===== config.mk =====
export PLATFORM = sky130hd
export DESIGN_NAME = eq_gain_ctrl
export DESIGN_NICKNAME = d
export VERILOG_FILES = /design/src/rtl/eq_pkg.sv /design/src/rtl/btn_repeat.sv /design/src/rtl/eq_gain_ctrl.sv
export SDC_FILE = /design/constraint.sdc
export NUM_CORES = 1
export LEC_CHECK = 0
export CORE_ASPECT_RATIO = 1.2
export CORE_MARGIN = 3
export CORE_UTILIZATION = 51
export DETAILED_ROUTE_END_ITERATION = 10
export GPL_ROUTABILITY_DRIVEN = 0
export GPL_TIMING_DRIVEN = 0
export PLACE_DENSITY = 0.77
export SLEW_MARGIN = 40
export SYNTH_ARGS = -nofsm -noshare
export SYNTH_HDL_FRONTEND = slang
export SYNTH_HIERARCHICAL = 1
export SYNTH_SLANG_ARGS = --single-unit

===== constraint.sdc =====
create_clock -name i_clk -period 2.98 [get_ports i_clk]
set_clock_uncertainty 0.1 [all_clocks]
set_input_delay 0.298 -clock i_clk [delete_from_list [all_inputs] [get_ports i_clk]]
set_output_delay 0.298 -clock i_clk [all_outputs]
set_load 0.02 [all_outputs]

===== src/rtl/eq_pkg.sv =====
//------------------------------------------------------------------------------
// Module : eq_pkg
// Brief  : Shared FSM state encoding and default constants for the EQ gain
//          controller.
// Rev    : 1.0 - initial release
//------------------------------------------------------------------------------
`default_nettype none

package eq_pkg;

    localparam int DEF_N_BAND     = 8;
    localparam int DEF_GAIN_W     = 6;
    localparam int DEF_GAIN_MAX   = 12;
    localparam int DEF_GAIN_MIN   = -12;
    localparam int DEF_REPEAT_DLY = 500000;
    localparam int DEF_REPEAT_PER = 100000;

    typedef enum logic [2:0] {
        S_INIT     = 3'd0,
        S_IDLE     = 3'd1,
        S_BAND_SEL = 3'd2,
        S_SET_GAIN = 3'd3
    } state_t;

    // Larger of two integers, used to size the repeat counter.
    function automatic int max_int(input int a, input int b);
        return (a > b) ? a : b;
    endfunction

endpackage

`default_nettype wire


===== src/rtl/btn_repeat.sv =====
//------------------------------------------------------------------------------
// Module : btn_repeat
// Brief  : Rising-edge press detector with hold-to-repeat. The first event is
//          registered one cycle after the edge; while held, further events
//          follow REPEAT_DLY cycles after the first and then every REPEAT_PER
//          cycles. Repeat events are only emitted while rpt_en is high.
// Rev    : 1.0 - initial release
//------------------------------------------------------------------------------
`default_nettype none

module btn_repeat
    import eq_pkg::*;
#(
    parameter int REPEAT_DLY = DEF_REPEAT_DLY,
    parameter int REPEAT_PER = DEF_REPEAT_PER
) (
    input  logic i_clk,
    input  logic i_rst,
    input  logic btn,
    input  logic rpt_en,
    output logic evt
);

    localparam int CNT_W = $clog2(max_int(REPEAT_DLY, REPEAT_PER) + 1);
    localparam logic [CNT_W-1:0] DLY_END = CNT_W'(REPEAT_DLY - 1);
    localparam logic [CNT_W-1:0] PER_END = CNT_W'(REPEAT_PER - 1);

    logic             btn_q;
    logic [CNT_W-1:0] cnt;
    logic             in_per;

    // Edge detect plus hold counter; release or a fresh edge restarts the delay.
    always_ff @(posedge i_clk or posedge i_rst) begin
        if (i_rst) begin
            btn_q  <= 1'b0;
            cnt    <= '0;
            in_per <= 1'b0;
            evt    <= 1'b0;
        end else begin
            btn_q <= btn;
            evt   <= 1'b0;
            if (btn && !btn_q) begin
                evt    <= 1'b1;
                cnt    <= '0;
                in_per <= 1'b0;
            end else if (btn) begin
                if ((!in_per && cnt == DLY_END) || (in_per && cnt == PER_END)) begin
                    evt    <= rpt_en;
                    cnt    <= '0;
                    in_per <= 1'b1;
                end else begin
                    cnt <= cnt + 1'b1;
                end
            end else begin
                cnt    <= '0;
                in_per <= 1'b0;
            end
        end
    end

endmodule

`default_nettype wire


===== src/rtl/eq_gain_ctrl.sv =====
//------------------------------------------------------------------------------
// Module : eq_gain_ctrl
// Brief  : Button-driven multi-band EQ gain controller. Runs codec init, lets
//          the user pick a band and trim its gain, and streams changed band
//          gains to the DSP over a valid/ready channel, lowest band first.
// Rev    : 1.0 - initial release
//------------------------------------------------------------------------------
`default_nettype none

module eq_gain_ctrl
    import eq_pkg::*;
#(
    parameter int N_BAND     = DEF_N_BAND,
    parameter int GAIN_W     = DEF_GAIN_W,
    parameter int GAIN_MAX   = DEF_GAIN_MAX,
    parameter int GAIN_MIN   = DEF_GAIN_MIN,
    parameter int REPEAT_DLY = DEF_REPEAT_DLY,
    parameter int REPEAT_PER = DEF_REPEAT_PER
) (
    input  logic                        i_clk,
    input  logic                        i_rst,
    input  logic                        i_select,
    input  logic                        i_back,
    input  logic                        i_up,
    input  logic                        i_down,
    output logic                        o_init_start,
    input  logic                        i_init_done,
    output logic                        o_cfg_valid,
    input  logic                        i_cfg_ready,
    output logic [$clog2(N_BAND)-1:0]   o_cfg_band,
    output logic [GAIN_W-1:0]           o_cfg_gain,
    output logic [2:0]                  o_state,
    output logic [$clog2(N_BAND)-1:0]   o_band,
    output logic [GAIN_W-1:0]           o_gain,
    output logic [N_BAND*GAIN_W-1:0]    o_gains
);

    localparam int BAND_W = $clog2(N_BAND);
    localparam logic signed [GAIN_W-1:0] G_MAX     = GAIN_W'(GAIN_MAX);
    localparam logic signed [GAIN_W-1:0] G_MIN     = GAIN_W'(GAIN_MIN);
    localparam logic signed [GAIN_W-1:0] G_ONE     = GAIN_W'(1);
    localparam logic [BAND_W-1:0]        BAND_LAST = BAND_W'(N_BAND - 1);

    state_t                    state;
    logic                      init_start;
    logic [BAND_W-1:0]         band;
    logic signed [GAIN_W-1:0]  gain [N_BAND];

    logic                      sel_q, back_q, sel_evt, back_evt;
    logic                      up_evt, down_evt;
    logic                      rpt_en;

    logic                      gain_up, gain_dn, gain_chg;
    logic signed [GAIN_W-1:0]  cur_gain, gain_nxt;

    logic [N_BAND-1:0]         pending, pend_nxt;
    logic                      init_mark;
    logic [BAND_W-1:0]         low_band;
    logic                      cfg_valid, inflight_dirty;
    logic [BAND_W-1:0]         cfg_band;
    logic [GAIN_W-1:0]         cfg_gain;

    assign rpt_en = (state == S_SET_GAIN);

    btn_repeat #(.REPEAT_DLY(REPEAT_DLY), .REPEAT_PER(REPEAT_PER)) u_up (
        .i_clk (i_clk),
        .i_rst (i_rst),
        .btn   (i_up),
        .rpt_en(rpt_en),
        .evt   (up_evt)
    );

    btn_repeat #(.REPEAT_DLY(REPEAT_DLY), .REPEAT_PER(REPEAT_PER)) u_down (
        .i_clk (i_clk),
        .i_rst (i_rst),
        .btn   (i_down),
        .rpt_en(rpt_en),
        .evt   (down_evt)
    );

    // Select and back only need a registered one-cycle press event.
    always_ff @(posedge i_clk or posedge i_rst) begin
        if (i_rst) begin
            sel_q    <= 1'b0;
            back_q   <= 1'b0;
            sel_evt  <= 1'b0;
            back_evt <= 1'b0;
        end else begin
            sel_q    <= i_select;
            back_q   <= i_back;
            sel_evt  <= i_select & ~sel_q;
            back_evt <= i_back & ~back_q;
        end
    end

    // Gain step for the selected band; back and select outrank up/down and
    // a simultaneous up+down is dropped. Saturated steps report no change.
    always_comb begin
        cur_gain = gain[band];
        gain_nxt = cur_gain;
        gain_chg = 1'b0;
        gain_up  = (state == S_SET_GAIN) && !back_evt && !sel_evt && up_evt && !down_evt;
        gain_dn  = (state == S_SET_GAIN) && !back_evt && !sel_evt && down_evt && !up_evt;
        if (gain_up && (cur_gain < G_MAX)) begin
            gain_nxt = cur_gain + G_ONE;
            gain_chg = 1'b1;
        end else if (gain_dn && (cur_gain > G_MIN)) begin
            gain_nxt = cur_gain - G_ONE;
            gain_chg = 1'b1;
        end
    end

    // Main control FSM: init handshake, menu navigation and gain storage.
    always_ff @(posedge i_clk or posedge i_rst) begin
        if (i_rst) begin
            state      <= S_INIT;
            init_start <= 1'b1;
            band       <= '0;
            for (int i = 0; i < N_BAND; i++) begin
                gain[i] <= '0;
            end
        end else begin
            if (gain_chg) begin
                gain[band] <= gain_nxt;
            end
            case (state)
                S_INIT: begin
                    if (i_init_done) begin
                        init_start <= 1'b0;
                        state      <= S_IDLE;
                    end
                end
                S_IDLE: begin
                    if (!back_evt && sel_evt) begin
                        state <= S_BAND_SEL;
                    end
                end
                S_BAND_SEL: begin
                    if (back_evt) begin
                        state <= S_IDLE;
                    end else if (sel_evt) begin
                        state <= S_SET_GAIN;
                    end else if (up_evt && !down_evt && band != BAND_LAST) begin
                        band <= band + 1'b1;
                    end else if (down_evt && !up_evt && band != '0) begin
                        band <= band - 1'b1;
                    end
                end
                S_SET_GAIN: begin
                    if (back_evt) begin
                        state <= S_BAND_SEL;
                    end
                end
                default: state <= S_IDLE;
            endcase
        end
    end

    assign init_mark = (state == S_INIT) && i_init_done;

    // Lowest-numbered pending band wins the next transfer slot.
    always_comb begin
        low_band = '0;
        for (int i = N_BAND - 1; i >= 0; i--) begin
            if (pending[i]) begin
                low_band = BAND_W'(i);
            end
        end
    end

    // Pending update: a completed transfer clears its bit unless the band was
    // touched while in flight; a fresh change always sets (set beats clear).
    always_comb begin
        pend_nxt = pending;
        if (init_mark) begin
            pend_nxt = '1;
        end
        if (cfg_valid && i_cfg_ready && !inflight_dirty) begin
            pend_nxt[cfg_band] = 1'b0;
        end
        if (gain_chg) begin
            pend_nxt[band] = 1'b1;
        end
    end

    // Coefficient channel: capture a payload, hold it until accepted, then
    // idle one cycle before the next capture.
    always_ff @(posedge i_clk or posedge i_rst) begin
        if (i_rst) begin
            pending        <= '0;
            cfg_valid      <= 1'b0;
            cfg_band       <= '0;
            cfg_gain       <= '0;
            inflight_dirty <= 1'b0;
        end else begin
            pending <= pend_nxt;
            if (cfg_valid) begin
                if (i_cfg_ready) begin
                    cfg_valid      <= 1'b0;
                    inflight_dirty <= 1'b0;
                end else if (gain_chg && band == cfg_band) begin
                    inflight_dirty <= 1'b1;
                end
            end else if (|pending) begin
                cfg_valid      <= 1'b1;
                cfg_band       <= low_band;
                cfg_gain       <= gain[low_band];
                inflight_dirty <= gain_chg && (band == low_band);
            end
        end
    end

    assign o_state      = state;
    assign o_init_start = init_start;
    assign o_band       = band;
    assign o_gain       = gain[band];
    assign o_cfg_valid  = cfg_valid;
    assign o_cfg_band   = cfg_band;
    assign o_cfg_gain   = cfg_gain;

    generate
        for (genvar gi = 0; gi < N_BAND; gi++) begin : g_pack
            assign o_gains[gi*GAIN_W +: GAIN_W] = gain[gi];
        end
    endgenerate

endmodule

`default_nettype wire


# [Word level (Yosys, flattened, before mapping)]
# Index checks and enable logic that the tools add are counted.
[op_classes] muxes=61 n_reduce_logical=48 n_eq_ne=17 n_lt_le_gt_ge=9 addsub=6 n_bitwise=12
[op_table] cell="2-to-1 mux 19 bit" count=6
[op_table] cell="bitwise mux 48 bit" count=1
[op_table] cell="2-to-1 mux 3 bit" count=15
[op_table] cell="2-to-1 mux 6 bit" count=7
[op_table] cell="adder 19 x 1 -> 19 bit (second input constant)" count=2
[op_table] cell="== test 19 x 17 -> 1 bit (second input constant)" count=2
[op_table] cell="== test 19 bit (second input constant)" count=2
[op_table] cell="binary-select mux 6 bit (select 3 bit)" count=2
[op_table] cell="logical AND 1 bit" count=27
[op_table] cell="2-to-1 mux 8 bit" count=3
[op_table] cell="2-to-1 mux 1 bit" count=23
[op_table] cell="demux 6 bit (select 3 bit)" count=1
[op_table] cell="one-hot mux 3 bit (4 select lines)" count=1
[op_table] cell="logical NOT 1 bit" count=9
[op_table] cell="bitwise AND 8 bit" count=1
[op_table] cell="greater-or-equal comparator 4 bit (second input constant)" count=2
[op_table] cell="less-than comparator 3 x 4 -> 1 bit (second input constant)" count=2
[op_table] cell="NOT 3 -> 4 bit" count=2
[op_table] cell="NOT 8 bit" count=1
[op_table] cell="OR 8 bit" count=1
[op_table] cell="AND reduction 4 bit" count=2
[op_table] cell="OR reduction 8 bit" count=1
[op_table] cell="adder 6 x 2 -> 6 bit (second input constant)" count=1
[op_table] cell="demux 1 bit (select 3 bit)" count=2
[op_table] cell="21 further kinds" count=37
[word_totals] input_bits=8 wordCells=181 regBits=122

# [Depth between registers and ports, before layout]
[logic_depth] depth_word=12 ltp_mapped=14 depth_no_buf=10

# [Modules after synthesis]
# Netlist, hierarchy kept.
[by_module_without_submodules] mod="eq_gain_ctrl" instances=1 area_per_inst_um2=4438.0 cells_each=439 seq_area_each_um2=1928.1
[by_module_without_submodules] mod="btn_repeat" instances=2 area_per_inst_um2=1114.8 cells_each=110 seq_area_each_um2=550.5

# [Least setup slack after synthesis]
# OpenSTA, ideal clock, no wires.
[synth_path] path_type="register -> register" from="register band[1], in the netlist o_band[1]" to="register gain (netlist bit o_gains[12])" required_ps=2737 period_less_slack_ps=3207 n_path_buf=3 path_stages_with_launch=14 arrival_ps=2963 setup_slack_ps=-227 cell_sequence="dfrtp_1 > buf_6 > nor2b_1 > a221oi_1 > o221ai_2 > inv_2 > ha_1 > o211ai_2 > o211ai_4 > buf_6 > a21o_1 > buf_6 > nand2_1 > o21ai_1"
[synth_between] elab_chain_cells=9 word_cells_on_any_way=20 cone_classes="add/sub (2); order compare (4); mux (10); bitwise (1); reduce/logical (3)"
[synth_lines] item="start, declared" line_no="eq_gain_ctrl.sv:46" rtl="logic [BAND_W-1:0] band;"
[synth_lines] item="start signal, assigned" line_no="eq_gain_ctrl.sv:144" rtl="band <= band + 1'b1;"
[synth_lines] item="start signal, assigned" line_no="eq_gain_ctrl.sv:146" rtl="band <= band - 1'b1;"
[synth_lines] item="NOT 3 -> 4 bit (*)"
[synth_lines] item="binary-select mux 6 bit (select 3 bit) (*)"
[synth_lines] item="2-to-1 mux 6 bit (*) (2 in a row)"
[synth_lines] item="named net o_gain[0]" line_no="eq_gain_ctrl.sv:34" rtl="output logic [GAIN_W-1:0] o_gain,"
[synth_lines] item="> comparator 6 x 5 -> 1 bit" line_no="eq_gain_ctrl.sv:107" rtl="end else if (gain_dn && (cur_gain > G_MIN)) begin"
[synth_lines] item="logical AND 1 bit" line_no="eq_gain_ctrl.sv:107"
[synth_lines] item="2-to-1 mux 6 bit" line_no="eq_gain_ctrl.sv:107"
[synth_lines] item="2-to-1 mux 6 bit" line_no="eq_gain_ctrl.sv:104" rtl="if (gain_up && (cur_gain < G_MAX)) begin"
[synth_lines] item="bitwise mux 48 bit" line_no="eq_gain_ctrl.sv:124" rtl="gain[band] <= gain_nxt;"
[synth_lines] item="end signal, assigned by index" line_no="eq_gain_ctrl.sv:124"
[synth_lines] item="end, declared" line_no="eq_gain_ctrl.sv:47" rtl="logic signed [GAIN_W-1:0] gain [N_BAND];"
# The timed path passes the listed nets; every way through them passes the cells marked *. The select of a mux whose other input is x is not followed.
# A chain may end at the register's enable or synchronous reset.

# [Worst setup path after layout]
[layout_path] from="register band[0], in the netlist o_band[0]" to="register gain (netlist bit o_gains[22])"
[layout_between] elab_chain_cells=9 word_cells_on_any_way=20 cone_classes="add/sub (2); order compare (4); mux (10); bitwise (1); reduce/logical (3)"
[layout_lines] item="NOT 3 -> 4 bit (not written as such) (*)" line_no="eq_gain_ctrl.sv:99, eq_gain_ctrl.sv:124"
[layout_lines] item="binary-select mux 6 bit (select 3 bit)" line_no="eq_gain_ctrl.sv:99" rtl="cur_gain = gain[band];"
[layout_lines] item="2-to-1 mux 6 bit (not written as such) (2 in a row)" line_no="eq_gain_ctrl.sv:99"
[layout_lines] item="> comparator 6 x 5 -> 1 bit" line_no="eq_gain_ctrl.sv:107"
[layout_lines] item="logical AND 1 bit" line_no="eq_gain_ctrl.sv:107"
[layout_lines] item="2-to-1 mux 6 bit" line_no="eq_gain_ctrl.sv:107"
[layout_lines] item="2-to-1 mux 6 bit" line_no="eq_gain_ctrl.sv:104"
[layout_lines] item="bitwise mux 48 bit" line_no="eq_gain_ctrl.sv:124"
# Every way passes the cells marked *; elsewhere a longest branch is shown, timed or not. The select of a mux whose other input is x is not followed.

==> flow_summary_export.csv <==
group,metric,value,unit
clock_tree,path_clk_slew,50,ps
worst_setup_path,cp_slowest_cell,"or4_4",
timing,fin_crit_sh,0.9763,
power,ir_drop,0.5500,mV
global_route,track_usage,0.2568,
yosys,ys_seq_elements,121,
global_route,grt_pass1_vias,5676,
cells_and_area,layout_common_cells,"dfrtp_1 (117), nand2_1 (82), clkdlybuf4s50_1 (74)",
yosys,synthArstFlopShare,1.000,
power,p_leak,3.495,nW
min_path,worstHoldPathType,"in2async",
global_route,grt_max_degree,54,
worst_setup_path,path_class,"reg2reg",
timing,setup_viol,0,
placed_design,dp_hpwl,12.57,mm
yosys,synth_top_area_frac,0.4504,
drt,drt_iter0_markers,489,
yosys,ys_seq_area_frac,0.4543,
floorplanning,start_util,0.5240,
drt,remaining_drc_errors,0,
timing,relSlewSlack,0.5224,
drt,postRouteAntennaNets,0,
clock_tree,clock_latency,430,ps
yosys,synthTopCellsByArea,"dfrtp_1 (45%), mux4_2 (4.7%), nand2_1 (4.6%)",
floorplanning,core,12720,um2
drt,firstDrtPassIters,5,
cells_and_area,layout.cells.most_common,"dfrtp_1",
timing,final_hold_viol_count,0,
drt,wl,18.21,mm
yosys,synth_cell_type_count,71,
yosys,postSynthAreaPerCell,10.12,um2
clock_tree,cts-htree-levels,4,
clock_tree,cts_tree,"yes",
power,p_int,5.080,mW
worst_setup_path,path_max_fanout,10,
global_route,antenna_found_initial,0,
yosys,synthesis.area,6668,um2
cells_and_area,layout-drive-gt1-share,0.1982,
floorplanning,rows,45,
worst_setup_path,cp_cell_sequence,"buf_6 -> buf_12 -> buf_6 -> mux2i_2 -> o221ai_4 -> buf_6 -> ha_1 -> nand4_1 -> or4_4 -> o31ai_4 -> xnor2_2 -> buf_6 -> a21oi_1",
yosys,synth_fp_nets,673,
drt,num_vias,5849,
floorplanning,die_x,110.4,um
cells_and_area,final_area,8642,um2
placed_design,dp_cells,901,
power,p_per_area,984.5,nW/um2
global_route,grt_pass1_wl,28.90,mm
power,switching_share,0.4030,
worst_setup_path,crit_path_end_kind,"flop",
cells_and_area,fillerInstances,975,
global_route,gr-total-overflow,0,
yosys,synth-main-ff-cell,"dfrtp_1",
run,cap_violations,0,
timing,worst_pin_slew,716.4,ps
drt,wl_per_cell,18.94,um
drt,viasPerCell,6.086,
clock_tree,cts_root_buffer,"clkbuf_16",
placed_design,place_area,7704,um2
cells_and_area,n_antenna_cell,0,
timing,period_needed,2909,ps
yosys,synth_area_leader_cell,"dfrtp_1",
clock_tree,cts_buffer_depth,2,
timing,max_freq,0.3437,GHz
clock_tree,clock-sinks,121,
power,power.share.clock,0.228,
worst_setup_path,crit_required,3180,ps
floorplanning,die_h,131.3,um
yosys,synth_enable_flop_cells,0,
cells_and_area,area_growth,29.61,%
worst_setup_path,max_stage_delay,470,ps
worst_setup_path,crit_path_start_kind,"flop",
yosys,yosys_warnings,6,
clock_tree,cts_buffers,17,
worst_setup_path,critPathArrivalTime,3110,ps
cells_and_area,nNetsFinal,799,
power,pwr-share-comb,0.490,
timing,hold_ws,176.3,ps
yosys,syn_inst,659,
floorplanning,dieArea,14490,um2
status,status,"complete, no violations",
timing,setup_tns,0,ps
power,netSwitchingPower,3.429,mW
power,seqPwrFrac,0.282,
timing,maxSlewViolCount,0,
worst_setup_path,path_common_cell,"buf_6",
placed_design,portBuffers,77,
floorplanning,io_pins,79,
cells_and_area,fin_cells,961,
## registers in the layout (all words and copies together), names as in the netlist, 2 cells and up
signal      cells
o_band          3
u_down/cnt     19
o_gains        48
o_cfg_band      3
o_state         2
o_cfg_gain      6
pending         8
u_up/cnt       19
## power by group through the flow
stage	Clock, mW	Sequential (mW)	Combinational [mW]
global route	2.05	2.44	4.46
global placement	0	2.40	3.56
detailed placement	0	2.42	3.65
finish	1.94	2.40	4.17
floorplan	0	2.66	2.04
CTS	1.96	2.41	3.81
## worst paths after layout
check / slack (ps) / endpoint / depth (start not counted) / from
worst max-delay path: 70 / o_gains[22] / 13 / o_band[0]
worst min-delay path: 180 / back_q / 2 / i_rst
worst max register to register: 70 / o_gains[22] / 13 / o_band[0]
worst min register to register: 300 / sel_evt / 1 / sel_q
max in group asynchronous: 2060 / o_cfg_band[1] / 3 / i_rst
min in group i_clk: 240 / sel_q / 1 / i_select
## critical path: cells and delay by family, from the launching register on
kind,cells,cell delay [ps]
buffers and inverters,5,770
adders and majority gates,1,160
muxes,1,170
and+or+nand+nor,2,610
AOI/OAI and AO/OA,3,380
DFF,1,430
xor gates and xnor gates,1,150
## stage by stage
| stage | power (mW) | util | setup slack [ps] |
|---|---|---|---|
| 6_report | 8.508 | 0.6792 | 70.64 |
| 5_1_grt | 8.951 | 0.6792 | -42.16 |
| 4_1_cts | 8.180 | 0.6608 | 2.742 |
| 3_5_place_dp | 6.065 | 0.6054 | -520.9 |
| 3_3_place_gp | 5.958 | 0.6025 | -908.8 |
| 2_1_floorplan | 4.704 | - | 10.05 |
## synthesized netlist by cell type, types with 6 or more instances
| library cell | n |
|---|---|
| a21o_1 | 6 |
| a21oi_1 | 26 |
| a21oi_4 | 6 |
| a22oi_1 | 7 |
| and3_1 | 6 |
| buf_6 | 11 |
| clkbuf_1 | 9 |
| dfrtp_1 | 120 |
| inv_1 | 18 |
| mux2_1 | 6 |
| mux2_2 | 8 |
| mux2i_1 | 6 |
| mux4_2 | 14 |
| nand2_1 | 82 |
| nand3_1 | 21 |
| nand4_1 | 11 |
| nor2_1 | 46 |
| nor2b_1 | 13 |
| nor3_1 | 43 |
| nor4_1 | 13 |
| o21ai_0 | 25 |
| o21ai_1 | 12 |
| o21bai_1 | 11 |
| o22ai_1 | 7 |
| o311a_1 | 8 |
| xnor2_1 | 30 |
| xor2_1 | 6 |
## routing by layer
layer | vias up | track usage | share of wire
li1 | 2676 | - | -
met1 | 2875 | 0.3139 | 0.39
met5 | - | 0 | 0
met3 | 50 | 0.06536 | 0.073
met2 | 248 | 0.4278 | 0.51
met4 | 0 | 0.1034 | 0.029
## cell type report
type	count	area [um2]	share of cell area
plain buffers	28	239.0	0.02765
inverters	22	93.84	0.01086
multi-input cells	487	3467	0.4012
clock inverters	9	72.57	0.008397
well taps	164	205.2	0.02374
clock buffers	22	484.2	0.05603
repair buffers	108	1047	0.1212
flip-flops and latches	121	3033	0.3509
## cells by family (layout without fill, tap and decap cells)
family                   Yosys count  in the layout  share of synthesized area
flip-flops                       121            121                     0.4543
other                              1              1                  0.0005624
AO/OA/AOI/OAI                    146            146                     0.1638
buffers and inverters             51            189                    0.04428
AND/OR/NAND/NOR                  262            262                     0.1927
multiplexers                      35             35                    0.08219
adder cells (fa/ha/maj)            6              6                    0.01239
XOR/XNOR                          37             37                    0.04973
## what timing repair did
| action | CTS | global route |
|---|---|---|
| hold buffers | 0 | 0 |
| pin swaps | 4 | 8 |
| setup endpoints to repair | 62 | 53 |
| resized for setup | 20 | 29 |
| setup buffers | 10 | 19 |
| gates cloned | 0 | 1 |
(Power assumes the default switching activity.)
